$ cat src/rtl/vga_fb_reader.sv
// vga_fb_reader: VGA timing generator and frame-buffer read engine.
//
// Generates 640x480@60 timing (800x525 totals) on the 25 MHz pixel clock,
// issues one registered frame-buffer read address per pixel and drives RGB444
// plus sync aligned to the one-cycle RAM read latency. The stored
// CAM_SCREEN_X x CAM_SCREEN_Y image is upscaled 1x/2x/4x. The scale is
// selected at run time and latched only at the frame boundary.
//
// Ports:
//   clk          pixel clock, rising edge
//   rst          asynchronous active-high reset
//   scale_mode   00=1x, 01=2x, 1x=4x; sampled at (h,v)=(last,last)
//   ram_addr     registered read address (one cycle after the counters)
//   ram_data     read data, valid one cycle after ram_addr
//   VGA_*        sync (active low) and colour, two cycles after the counters
//   posX/posY    undelayed counters h/v
//   frame_start  high while (h,v)=(0,0), outside reset
//
// The H_*/V_* timing parameters default to the standard 640x480 mode.
// Counters are 10 bits wide, so totals must stay at or below 1024.
// The image dimensions must fit in 10 bits.
module vga_fb_reader #(
  parameter int unsigned AW           = 15,
  parameter int unsigned DW           = 12,
  parameter int unsigned CAM_SCREEN_X = 160,
  parameter int unsigned CAM_SCREEN_Y = 120,
  parameter logic [11:0] FILL_COLOR   = 12'h000,
  parameter int unsigned H_ACTIVE     = 640,
  parameter int unsigned H_FP         = 16,
  parameter int unsigned H_SYNC       = 96,
  parameter int unsigned H_BP         = 48,
  parameter int unsigned V_ACTIVE     = 480,
  parameter int unsigned V_FP         = 10,
  parameter int unsigned V_SYNC       = 2,
  parameter int unsigned V_BP         = 33
) (
  input  logic          clk,
  input  logic          rst,
  input  logic [1:0]    scale_mode,
  output logic [AW-1:0] ram_addr,
  input  logic [DW-1:0] ram_data,
  output logic          VGA_Hsync_n,
  output logic          VGA_Vsync_n,
  output logic [3:0]    VGA_R,
  output logic [3:0]    VGA_G,
  output logic [3:0]    VGA_B,
  output logic [9:0]    posX,
  output logic [9:0]    posY,
  output logic          frame_start
);

  localparam int unsigned HTotal = H_ACTIVE + H_FP + H_SYNC + H_BP;
  localparam int unsigned VTotal = V_ACTIVE + V_FP + V_SYNC + V_BP;

  localparam logic [9:0] HLast      = 10'(HTotal - 1);
  localparam logic [9:0] VLast      = 10'(VTotal - 1);
  localparam logic [9:0] HActive    = 10'(H_ACTIVE);
  localparam logic [9:0] VActive    = 10'(V_ACTIVE);
  localparam logic [9:0] HSyncFirst = 10'(H_ACTIVE + H_FP);
  localparam logic [9:0] HSyncLast  = 10'(H_ACTIVE + H_FP + H_SYNC - 1);
  localparam logic [9:0] VSyncFirst = 10'(V_ACTIVE + V_FP);
  localparam logic [9:0] VSyncLast  = 10'(V_ACTIVE + V_FP + V_SYNC - 1);
  localparam logic [9:0] ImgW       = 10'(CAM_SCREEN_X);
  localparam logic [9:0] ImgH       = 10'(CAM_SCREEN_Y);

  localparam logic [AW-1:0] FillAddr = AW'(CAM_SCREEN_X * CAM_SCREEN_Y);
  localparam logic [AW-1:0] RowStep  = AW'(CAM_SCREEN_X);

  // Stage 0: counters, scale and the row base (y * CAM_SCREEN_X) for the current line.
  logic [9:0]    h_q, h_d, v_q, v_d;
  logic [1:0]    s_q, s_d;
  logic [AW-1:0] row_base_q, row_base_d;

  logic [9:0]    x0, y0, v_inc, y_inc, low_mask;
  logic          h_wrap, v_wrap;
  logic          active0, in_img0, hs0_n, vs0_n;
  logic [AW-1:0] addr0;

  // Stage 1 / stage 2 pipeline.
  logic [AW-1:0] ram_addr_q;
  logic          act1_q, img1_q, hs1_n_q, vs1_n_q;
  logic          act2_q, img2_q, hs2_n_q, vs2_n_q;
  logic [11:0]   rgb;

  always_comb begin
    h_wrap = (h_q == HLast);
    v_wrap = (v_q == VLast);
    v_inc  = v_q + 10'd1;

    x0    = h_q >> s_q;
    y0    = v_q >> s_q;
    y_inc = v_inc >> s_q;

    case (s_q)
      2'd0:    low_mask = 10'd0;
      2'd1:    low_mask = 10'd1;
      default: low_mask = 10'd3;
    endcase

    h_d        = h_wrap ? 10'd0 : h_q + 10'd1;
    v_d        = v_q;
    s_d        = s_q;
    row_base_d = row_base_q;

    if (h_wrap) begin
      if (v_wrap) begin
        v_d        = 10'd0;
        row_base_d = '0;
        case (scale_mode)
          2'b00:   s_d = 2'd0;
          2'b01:   s_d = 2'd1;
          default: s_d = 2'd2;
        endcase
      end else begin
        v_d = v_inc;
        // y advances only on lines whose low s bits wrap to zero; once y leaves the
        // image the base is frozen so it never overflows (it is unused there).
        if (((v_inc & low_mask) == 10'd0) && (y_inc < ImgH)) begin
          row_base_d = row_base_q + RowStep;
        end
      end
    end

    active0 = (h_q < HActive) && (v_q < VActive);
    in_img0 = active0 && (x0 < ImgW) && (y0 < ImgH);
    addr0   = in_img0 ? (row_base_q + AW'(x0)) : FillAddr;
    hs0_n   = !((h_q >= HSyncFirst) && (h_q <= HSyncLast));
    vs0_n   = !((v_q >= VSyncFirst) && (v_q <= VSyncLast));
  end

  always_ff @(posedge clk or posedge rst) begin
    if (rst) begin
      h_q        <= '0;
      v_q        <= '0;
      s_q        <= 2'd2;
      row_base_q <= '0;
      ram_addr_q <= '0;
      act1_q     <= 1'b0;
      img1_q     <= 1'b0;
      hs1_n_q    <= 1'b1;
      vs1_n_q    <= 1'b1;
      act2_q     <= 1'b0;
      img2_q     <= 1'b0;
      hs2_n_q    <= 1'b1;
      vs2_n_q    <= 1'b1;
    end else begin
      h_q        <= h_d;
      v_q        <= v_d;
      s_q        <= s_d;
      row_base_q <= row_base_d;
      ram_addr_q <= addr0;
      act1_q     <= active0;
      img1_q     <= in_img0;
      hs1_n_q    <= hs0_n;
      vs1_n_q    <= vs0_n;
      act2_q     <= act1_q;
      img2_q     <= img1_q;
      hs2_n_q    <= hs1_n_q;
      vs2_n_q    <= vs1_n_q;
    end
  end

  // ram_data arrives in the same cycle as the stage-2 flags, so the colour mux
  // sits after the RAM output register rather than adding another cycle.
  always_comb begin
    rgb = 12'h000;
    if (act2_q) begin
      rgb = img2_q ? ram_data[11:0] : FILL_COLOR;
    end
  end

  assign ram_addr    = ram_addr_q;
  assign VGA_Hsync_n = hs2_n_q;
  assign VGA_Vsync_n = vs2_n_q;
  assign VGA_R       = rgb[11:8];
  assign VGA_G       = rgb[7:4];
  assign VGA_B       = rgb[3:0];
  assign posX        = h_q;
  assign posY        = v_q;
  assign frame_start = !rst && (h_q == 10'd0) && (v_q == 10'd0);

endmodule

$ cat config.mk
export PLATFORM = sky130hd
export DESIGN_NAME = vga_fb_reader
export DESIGN_NICKNAME = d
export VERILOG_FILES = /design/src/rtl/vga_fb_reader.sv
export SDC_FILE = /design/constraint.sdc
export NUM_CORES = 1
export LEC_CHECK = 0
export ABC_AREA = 0
export ABC_CLOCK_PERIOD_IN_PS = 5400
export CORE_MARGIN = 5
export CORE_UTILIZATION = 40
export CTS_BUF_LIST = sky130_fd_sc_hd__clkbuf_4
export DETAILED_ROUTE_END_ITERATION = 7
export GPL_TIMING_DRIVEN = 0
export SYNTH_ARGS = -nofsm -noshare
export SYNTH_HDL_FRONTEND = slang
export SYNTH_SLANG_ARGS = --single-unit
$ cat constraint.sdc
create_clock -name clk -period 5.4 [get_ports clk]
set_input_delay 1.08 -clock clk [delete_from_list [all_inputs] [get_ports clk]]
set_output_delay 1.08 -clock clk [all_outputs]
set_load 0.01 [all_outputs]
==> results of run 1 <==
## sequential cells by signal, indices dropped and copies added (netlist names)
name,cells
VGA_Vsync_n,1
act2_q,1
row_base_q,10
img2_q,1
img1_q,1
posX,10
VGA_Hsync_n,1
posY,10
hs1_n_q,1
vs1_n_q,1
s_q,2
act1_q,1
ram_addr,15
## worst reg2reg max path, delay by kind of cell (launching register included)
| family | cells | cell delay (ps) |
|---|---|---|
| AND/OR/NAND/NOR | 5 | 1340 |
| buffers and inverters | 3 | 670 |
| flip-flops | 1 | 530 |
| adder cells (fa/ha/maj) | 1 | 170 |
| multiplexers | 1 | 120 |
## logic make-up after synthesis
logic type	synth area share, %
other cells	0.110
flops	40.5
buf+inv	5.39
compound gates	13.5
mux	6.79
xor+xnor	6.42
fa+ha+maj	4.04
simple gates	23.2
## worst max path at each step
stage | startpoint | endpoint | depth (start not counted)
6_report | posY[1] | frame_start | 7
4_1_cts | posY[1] | frame_start | 7
3_3_place_gp | rst | frame_start | 5
5_1_grt | posY[1] | frame_start | 7
3_5_place_dp | rst | frame_start | 5
2_1_floorplan | posY[0] | frame_start | 6
## layer usage
metal	part of all wire (%)	vias up	GRT usage, %
li1	-	1444	-
met1	46	1415	23.0
met2	47	73	28.4
met3	5.7	9	2.87
met4	1.1	0	4.54
met5	0	-	0
## cell type report
class	count	area [µm²]
Clock inverter	3	42.5
Timing Repair Buffer	66	671
Inverter	16	60.1
Buffer	24	124
Clock buffer	5	37.5
Multi-Input combinational cell	272	1840
Sequential cell	55	1380
Tap cell	105	131
Fill cell	797	3970
## power breakdown
part / internal (µW) / switching, µW / leakage, µW
sequential: 415 / 0.599 / 0.000702
clock: 98.0 / 135 / 0.0000432
combinational: 31.8 / 25.7 / 0.00111
## Yosys cell counts (all sizes together) (3+ instances only)
cell,number
and2,8
xor2,15
nand3,17
nor2,26
o22ai,4
or3,3
inv,15
or4,3
dfrtp,50
nor2b,5
o21ai,17
buf,15
clkbuf,9
a211oi,3
nand2b,7
a21o,3
dfstp,5
o21bai,3
ha,11
nand2,38
xnor2,10
nor3,9
and3,16
a21oi,12
o211ai,3
nand4,3
mux2i,16
o31ai,4
nor4b,3
## metrics by stage
step | hold WS (ps) | worst slack, ps
after floorplan | 331 | 2570
after global placement | 334 | 1570
after detailed placement | 337 | 1580
after CTS | 368 | 1370
after global routing | 369 | 1250
final | 366 | 1400
==> tab_implementation.tex, run 1 <==
\begin{tabular}{lr}
\hline
Metric & Value \\
\hline
\multicolumn{2}{l}{\textbf{Timing}} \\
\quad Maximum clock frequency & $\sim$250 MHz \\
\quad Max Transition Viols Final & 0 \\
\quad Tmin final & around 4000 ps \\
\quad Total negative slack for setup checks & 0 ps \\
\quad Hold Violations, Final & 0 \\
\quad Slew of the pin with the lowest slew margin & 722 ps \\
\quad Final worst-path cycle share & $\sim$74\% \\
\quad Worst setup skew after layout & $\sim$8.6 ps \\
\quad Total of endpoints with negative setup slack in the final report & 0 \\
\quad RSZ-0062 raised after global routing & false \\
\quad Worst max-slew margin expressed relative to the limit & between 50\% and 60\% \\
\multicolumn{2}{l}{\textbf{Worst setup path}} \\
\quad Cell with the biggest individual delay on the critical path & clkdlybuf4s50\_1 \\
\quad Reg-to-Reg Start & posY[1] \\
\quad Cell Chain, Critical Path & inv\_1 -> ha\_1 -> or4b\_1 -> nor3\_1 -> nand3\_1 -> nor4\_1 -> clkdlybuf4s50\_1 \\
\quad Kind of launch point of the worst setup path & register \\
\quad Buf+Inv Stages, Crit Path & 2 \\
\quad Critical Path Fanout Max & 8 \\
\quad Register-to-register setup slack & between 2000 and 2500 ps \\
\quad Data arrival time of the critical path & approximately 3000 ps \\
\quad Worst flop-to-flop path endpoint & row\_base\_q[5] \\
\quad Kind of cell with the highest combined delay on the critical path & simple AND/OR/NAND/NOR gates \\
\quad R2R depth & 10 \\
\quad Type of the setup path with the least slack & register to primary output \\
\quad Critical Path RT & 4320 ps \\
\quad Slowest cell delay on critical path & between 600 and 700 ps \\
\quad Endpoint type of the worst setup path & primary output \\
\multicolumn{2}{l}{\textbf{Yosys}} \\
\quad Mapped cell area & 3410 µm² \\
\quad Synthesized area divided by synthesized cell count & about 9.3 µm² \\
\quad Syn\_nets & between 300 and 400 \\
\quad Instance count of the mapped netlist & 367 \\
\quad Most used flip-flop cell after synthesis & dfrtp\_1 \\
\quad Largest area contributor in the synthesized netlist & dfrtp\_1 \\
\quad Sequential area share after synthesis & about two fifths \\
\quad Post-synthesis register bit count & 55 \\
\quad Share of flip-flops with an asynchronous set or reset & 100\% \\
\quad Ranking of synthesized cells by area & dfrtp\_1, mux2i\_1, nand2\_1 \\
\quad Warnings, synthesis & 0 \\
\quad Number of enable-type register cells in the synthesized netlist & 0 \\
\quad Number of distinct library cell variants in the gate-level netlist after synthesis & 66 \\
\quad Portion of synthesized cell area occupied by the leading cell type & 36.7\% \\
\multicolumn{2}{l}{\textbf{Finish}} \\
\quad Most used cells in the layout excluding fill and tap cells & clkdlybuf4s50\_1, dfrtp\_1, nand2\_1, nor2\_1 \\
\quad Summed area of non-filler cells in the final layout & roughly 4300 µm² \\
\quad Layout area overhead & 25.9\% \\
\quad Most frequent standard cell in the layout excluding fill and tap cells & clkdlybuf4s50\_1 \\
\quad Number of standard cells in the layout, taps in and fillers out & around 550 \\
\quad Net count reported at finish & between 400 and 500 \\
\quad Diode count & 0 \\
\quad Final Util & around 52\% \\
\quad Share of layout cells above drive strength 1 & under 10\% \\
\multicolumn{2}{l}{\textbf{Detailed routing}} \\
\quad Average wire per cell in the routed design & $\sim$16 µm \\
\quad Total wire length after detailed routing & between 8000 and 9000 µm \\
\quad Vias per cell & 5.39 \\
\quad DRT Pass-1 Iters & 4 \\
\quad Post-route antenna net violation count & 0 \\
\quad Vias & a little under 3000 \\
\quad Number of remaining DRC errors & 0 \\
\quad First-iteration detailed-routing DRC count & 108 \\
\multicolumn{2}{l}{\textbf{Placement}} \\
\quad Instance count after placement with tap cells included & between 500 and 600 \\
\quad I/O Buffers & 65 \\
\quad Placed Area & 4210 µm² \\
\quad Post-DP HPWL & about 6600 µm \\
\quad Final weighted congestion in routability-driven placement & $\sim$0.89 \\
\multicolumn{2}{l}{\textbf{Hold path}} \\
\quad Cells on Worst Hold Path & 0 \\
\quad Hold path startpoint & hs1\_n\_q \\
\quad Type of the tightest min-delay check & register to register \\
\quad Hold-critical path endpoint & VGA\_Hsync\_n \\
\multicolumn{2}{l}{\textbf{Clock tree}} \\
\quad Total number of clock tree sinks & 55 \\
\quad Clock tree from TritonCTS & done \\
\quad Number of buffers inserted during clock tree synthesis & 5 \\
\quad Clock-pin slew of the registers on the worst-case setup and hold paths & approximately 160 ps \\
\quad Deepest level of the CTS H-tree & 2 \\
\quad Clock latency of the later-clocked register in the worst-skew pair & around 380 ps \\
\quad Max Buffers Root-to-Sink & 2 \\
\quad CTS hold repair buffers & 0 \\
\quad Clock root cell & clkbuf\_4 \\
\quad Buffer count from post-CTS setup fixing & 0 \\
\quad Total of cells resized after clock tree synthesis & 0 \\
\multicolumn{2}{l}{\textbf{Floorplanning}} \\
\quad Number of I/O pins & 66 \\
\quad Cell Rows & 33 \\
\quad Die area & about 10000 µm² \\
\quad Die height & a little over 100 µm \\
\quad Core outline area & between 8000 and 9000 µm² \\
\quad Initial standard-cell utilization of the core & between 40\% and 50\% \\
\quad Die W & about 100 µm \\
\multicolumn{2}{l}{\textbf{Job}} \\
\quad Max-capacitance violation count & 0 \\
\multicolumn{2}{l}{\textbf{GRT}} \\
\quad First-pass GRT wire length & 14200 µm \\
\quad Number of global-route vias before repair & about 2900 \\
\quad Pin count of the biggest net entering global routing & 29 \\
\quad Total track usage & between 15 and 20\% \\
\quad Initial antenna violation count & 0 \\
\quad GRT Residual Overflow & 0 \\
\multicolumn{2}{l}{\textbf{Power}} \\
\quad Power after layout & around 710 µW \\
\quad Peak VDD IR & roughly 100 µV \\
\quad Power density relative to cell area & between 150 and 200 nW/µm² \\
\quad Cell leakage power & 0.00186 µW \\
\multicolumn{2}{l}{\textbf{Run status}} \\
\quad Status & complete, no violations \\
\hline
\end{tabular}
Note: power is estimated with default switching activity, not from simulation.
==> inputs of run 2 (changes only) <==
ABC_CLOCK_PERIOD_IN_PS = 3700   (was 5400)
clock period = 3.7 ns   (was 5.4 ns; I/O delays follow)
==> run 2 against run 1 <==
Effect of this change:
- combinational power is 46% higher
- worst setup slack worse by 1300 ps
- critical path depth unchanged
==> tab_implementation.tex, run 2 (synthesis results as in run 1) <==
\begin{tabular}{lr}
\hline
Metric & Value \\
\hline
\multicolumn{2}{l}{\textbf{Timing}} \\
\quad Final worst-path cycle share & 97.0\% \\
\quad Worst max-slew margin expressed relative to the limit & between 50 and 60\% \\
\quad Worst setup skew after layout & 9.75 ps \\
\quad Total of endpoints with negative setup slack in the final report & 0 \\
\quad Hold Violations, Final & 0 \\
\quad Total negative slack for setup checks & 0 ps \\
\quad Worst hold margin & around 370 ps \\
\quad Tmin final & between 3000 and 4000 ps \\
\quad Slew of the pin with the lowest slew margin & approximately 720 ps \\
\quad Maximum clock frequency & approximately 280 MHz \\
\quad Max Transition Viols Final & 0 \\
\multicolumn{2}{l}{\textbf{Clock tree}} \\
\quad CTS hold repair buffers & 0 \\
\quad Clock-pin slew of the registers on the worst-case setup and hold paths & roughly 160 ps \\
\quad Deepest level of the CTS H-tree & 2 \\
\quad Total of cells resized after clock tree synthesis & 0 \\
\quad Max Buffers Root-to-Sink & 2 \\
\quad Number of buffers inserted during clock tree synthesis & 5 \\
\quad Clock root cell & clkbuf\_4 \\
\quad Clock latency of the later-clocked register in the worst-skew pair & around 380 ps \\
\quad Buffer count from post-CTS setup fixing & 0 \\
\quad Clock tree from TritonCTS & done \\
\quad Total number of clock tree sinks & 55 \\
\multicolumn{2}{l}{\textbf{Worst setup path}} \\
\quad Worst flop-to-flop path endpoint & row\_base\_q[5] \\
\quad Type of the setup path with the least slack & register to primary output \\
\quad Capture point of the worst path & frame\_start \\
\quad Critical Path Fanout Max & 8 \\
\quad R2R depth & 10 \\
\quad Cell Chain, Critical Path & inv\_1 -> ha\_1 -> or4b\_1 -> nor3\_2 -> nand3\_1 -> nor4\_1 -> clkdlybuf4s50\_1 \\
\quad Slowest cell delay on critical path & around 600 ps \\
\quad Endpoint type of the worst setup path & primary output \\
\quad Register-to-register setup slack & just over 800 ps \\
\quad Cell with the biggest individual delay on the critical path & clkdlybuf4s50\_1 \\
\quad Kind of launch point of the worst setup path & register \\
\quad Critical Path RT & between 2000 and 3000 ps \\
\quad Data arrival time of the critical path & around 2900 ps \\
\quad Reg-to-Reg Start & posY[1] \\
\quad Worst setup path startpoint & posY[1] \\
\multicolumn{2}{l}{\textbf{Detailed routing}} \\
\quad Number of remaining DRC errors & 0 \\
\quad Vias & 2947 \\
\quad Average wire per cell in the routed design & roughly 16 µm \\
\quad First-iteration detailed-routing DRC count & $\sim$100 \\
\quad Post-route antenna net violation count & 0 \\
\quad Total wire length after detailed routing & 8800 µm \\
\quad Vias per cell & 5.40 \\
\quad DRT Pass-1 Iters & 4 \\
\multicolumn{2}{l}{\textbf{Placement}} \\
\quad Final weighted congestion in routability-driven placement & $\sim$0.89 \\
\quad I/O Buffers & 65 \\
\quad Post-DP HPWL & around 6600 µm \\
\multicolumn{2}{l}{\textbf{Finish}} \\
\quad Net count reported at finish & roughly 470 \\
\quad Diode count & 0 \\
\quad Most used cells in the layout excluding fill and tap cells & clkdlybuf4s50\_1, dfrtp\_1, nand2\_1, nor2\_1 \\
\quad Share of layout cells above drive strength 1 & under 10\% \\
\quad Layout area overhead & 26.0\% \\
\quad Most frequent standard cell in the layout excluding fill and tap cells & clkdlybuf4s50\_1 \\
\quad Flip-flop count of the largest register after layout & 15 \\
\multicolumn{2}{l}{\textbf{GRT}} \\
\quad Total track usage & between 10\% and 20\% \\
\quad Number of global-route vias before repair & between 2000 and 3000 \\
\quad Initial antenna violation count & 0 \\
\quad GRT Residual Overflow & 0 \\
\quad Pin count of the biggest net entering global routing & 29 \\
\quad First-pass GRT wire length & about 14000 µm \\
\multicolumn{2}{l}{\textbf{Floorplanning}} \\
\quad Number of I/O pins & 66 \\
\quad Die area & between 10000 and 15000 µm² \\
\quad Initial standard-cell utilization of the core & about two fifths \\
\quad Die height & just over 100 µm \\
\quad Die W & 102 µm \\
\quad Core outline area & 8260 µm² \\
\quad Cell Rows & 33 \\
\multicolumn{2}{l}{\textbf{Run status}} \\
\quad Status & complete, no violations \\
\multicolumn{2}{l}{\textbf{Power}} \\
\quad Peak VDD IR & $\sim$150 µV \\
\quad Cell leakage power & 0.00186 µW \\
\quad Power density relative to cell area & 240 nW/µm² \\
\multicolumn{2}{l}{\textbf{Job}} \\
\quad Max-capacitance violation count & 0 \\
\multicolumn{2}{l}{\textbf{Hold path}} \\
\quad Type of the tightest min-delay check & register to register \\
\hline
\end{tabular}
## run 2: layer usage
layer | vias to the layer above | track usage (%) | wire, µm
li1 | 1444 | - | -
met1 | 1419 | 23.0 | 4090
met2 | 74 | 28.4 | 4090
met3 | 10 | 2.87 | 519
met4 | 0 | 4.54 | 96
met5 | - | 0 | 0
## run 2: worst min-delay path by stage
| stage | startpoint | endpoint | slack, ps | depth (start not counted) |
|---|---|---|---|---|
| 3_3_place_gp | act1_q | act2_q | 330 | 0 |
| 3_5_place_dp | act1_q | act2_q | 340 | 0 |
| 5_1_grt | hs1_n_q | VGA_Hsync_n | 370 | 0 |
| 6_report | hs1_n_q | VGA_Hsync_n | 370 | 0 |
| 2_1_floorplan | act1_q | act2_q | 330 | 0 |
| 4_1_cts | hs1_n_q | VGA_Hsync_n | 370 | 0 |
## run 2: metrics by stage
step	utilization (%)	power (µW)	setup slack, ps	cell area (µm²)	cells
final	52.0	1030	109	4300	546
after global routing	52.0	1080	-38.9	4300	546
after CTS	52.0	1050	7.51	4290	546
after detailed placement	51.0	703	486	4210	538
after global placement	50.8	700	458	4190	537
after floorplan	-	656	1180	3410	367
## run 2: area by class of cell
type | count | area, µm²
fillers | 797 | 3960
clock buffers | 5 | 37.5
flip-flops and latches | 55 | 1380
plain buffers | 24 | 124
repair buffers | 66 | 671
inverters | 16 | 60.1
well taps | 105 | 131
clock inverters | 3 | 42.5
multi-input cells | 272 | 1850
## run 2: worst max-delay path: cells and delay by family (launching register included)
family,cells,cell delay (ps)
adders and majority gates,1,160
buffers and inverters,2,730
DFF,1,530
and+or+nand+nor,4,1050
## run 2: where the power goes
group / internal, µW / switching, µW / leakage, µW
logic: 46.4 / 37.3 / 0.00111
clock network: 143 / 196 / 0.0000432
registers: 606 / 0.874 / 0.000702
total: 796 / 235 / 0.00186
==> inputs of run 3 (changes only) <==
ABC_CLOCK_PERIOD_IN_PS = 4430   (was 3700)
clock period = 4.43 ns   (was 3.7 ns; I/O delays follow)
==> results of run 3 <==
The final DEF is identical to that of run 1. Status: complete, no violations.
Among the figures that moved: setup slack after placement 1580 ps -> 994 ps; setup slack after layout 1400 ps -> 625 ps; register-to-register setup slack 2460 ps -> 1490 ps; total power 706 µW -> 861 µW; worst IR drop on VDD 103 µV -> 125 µV
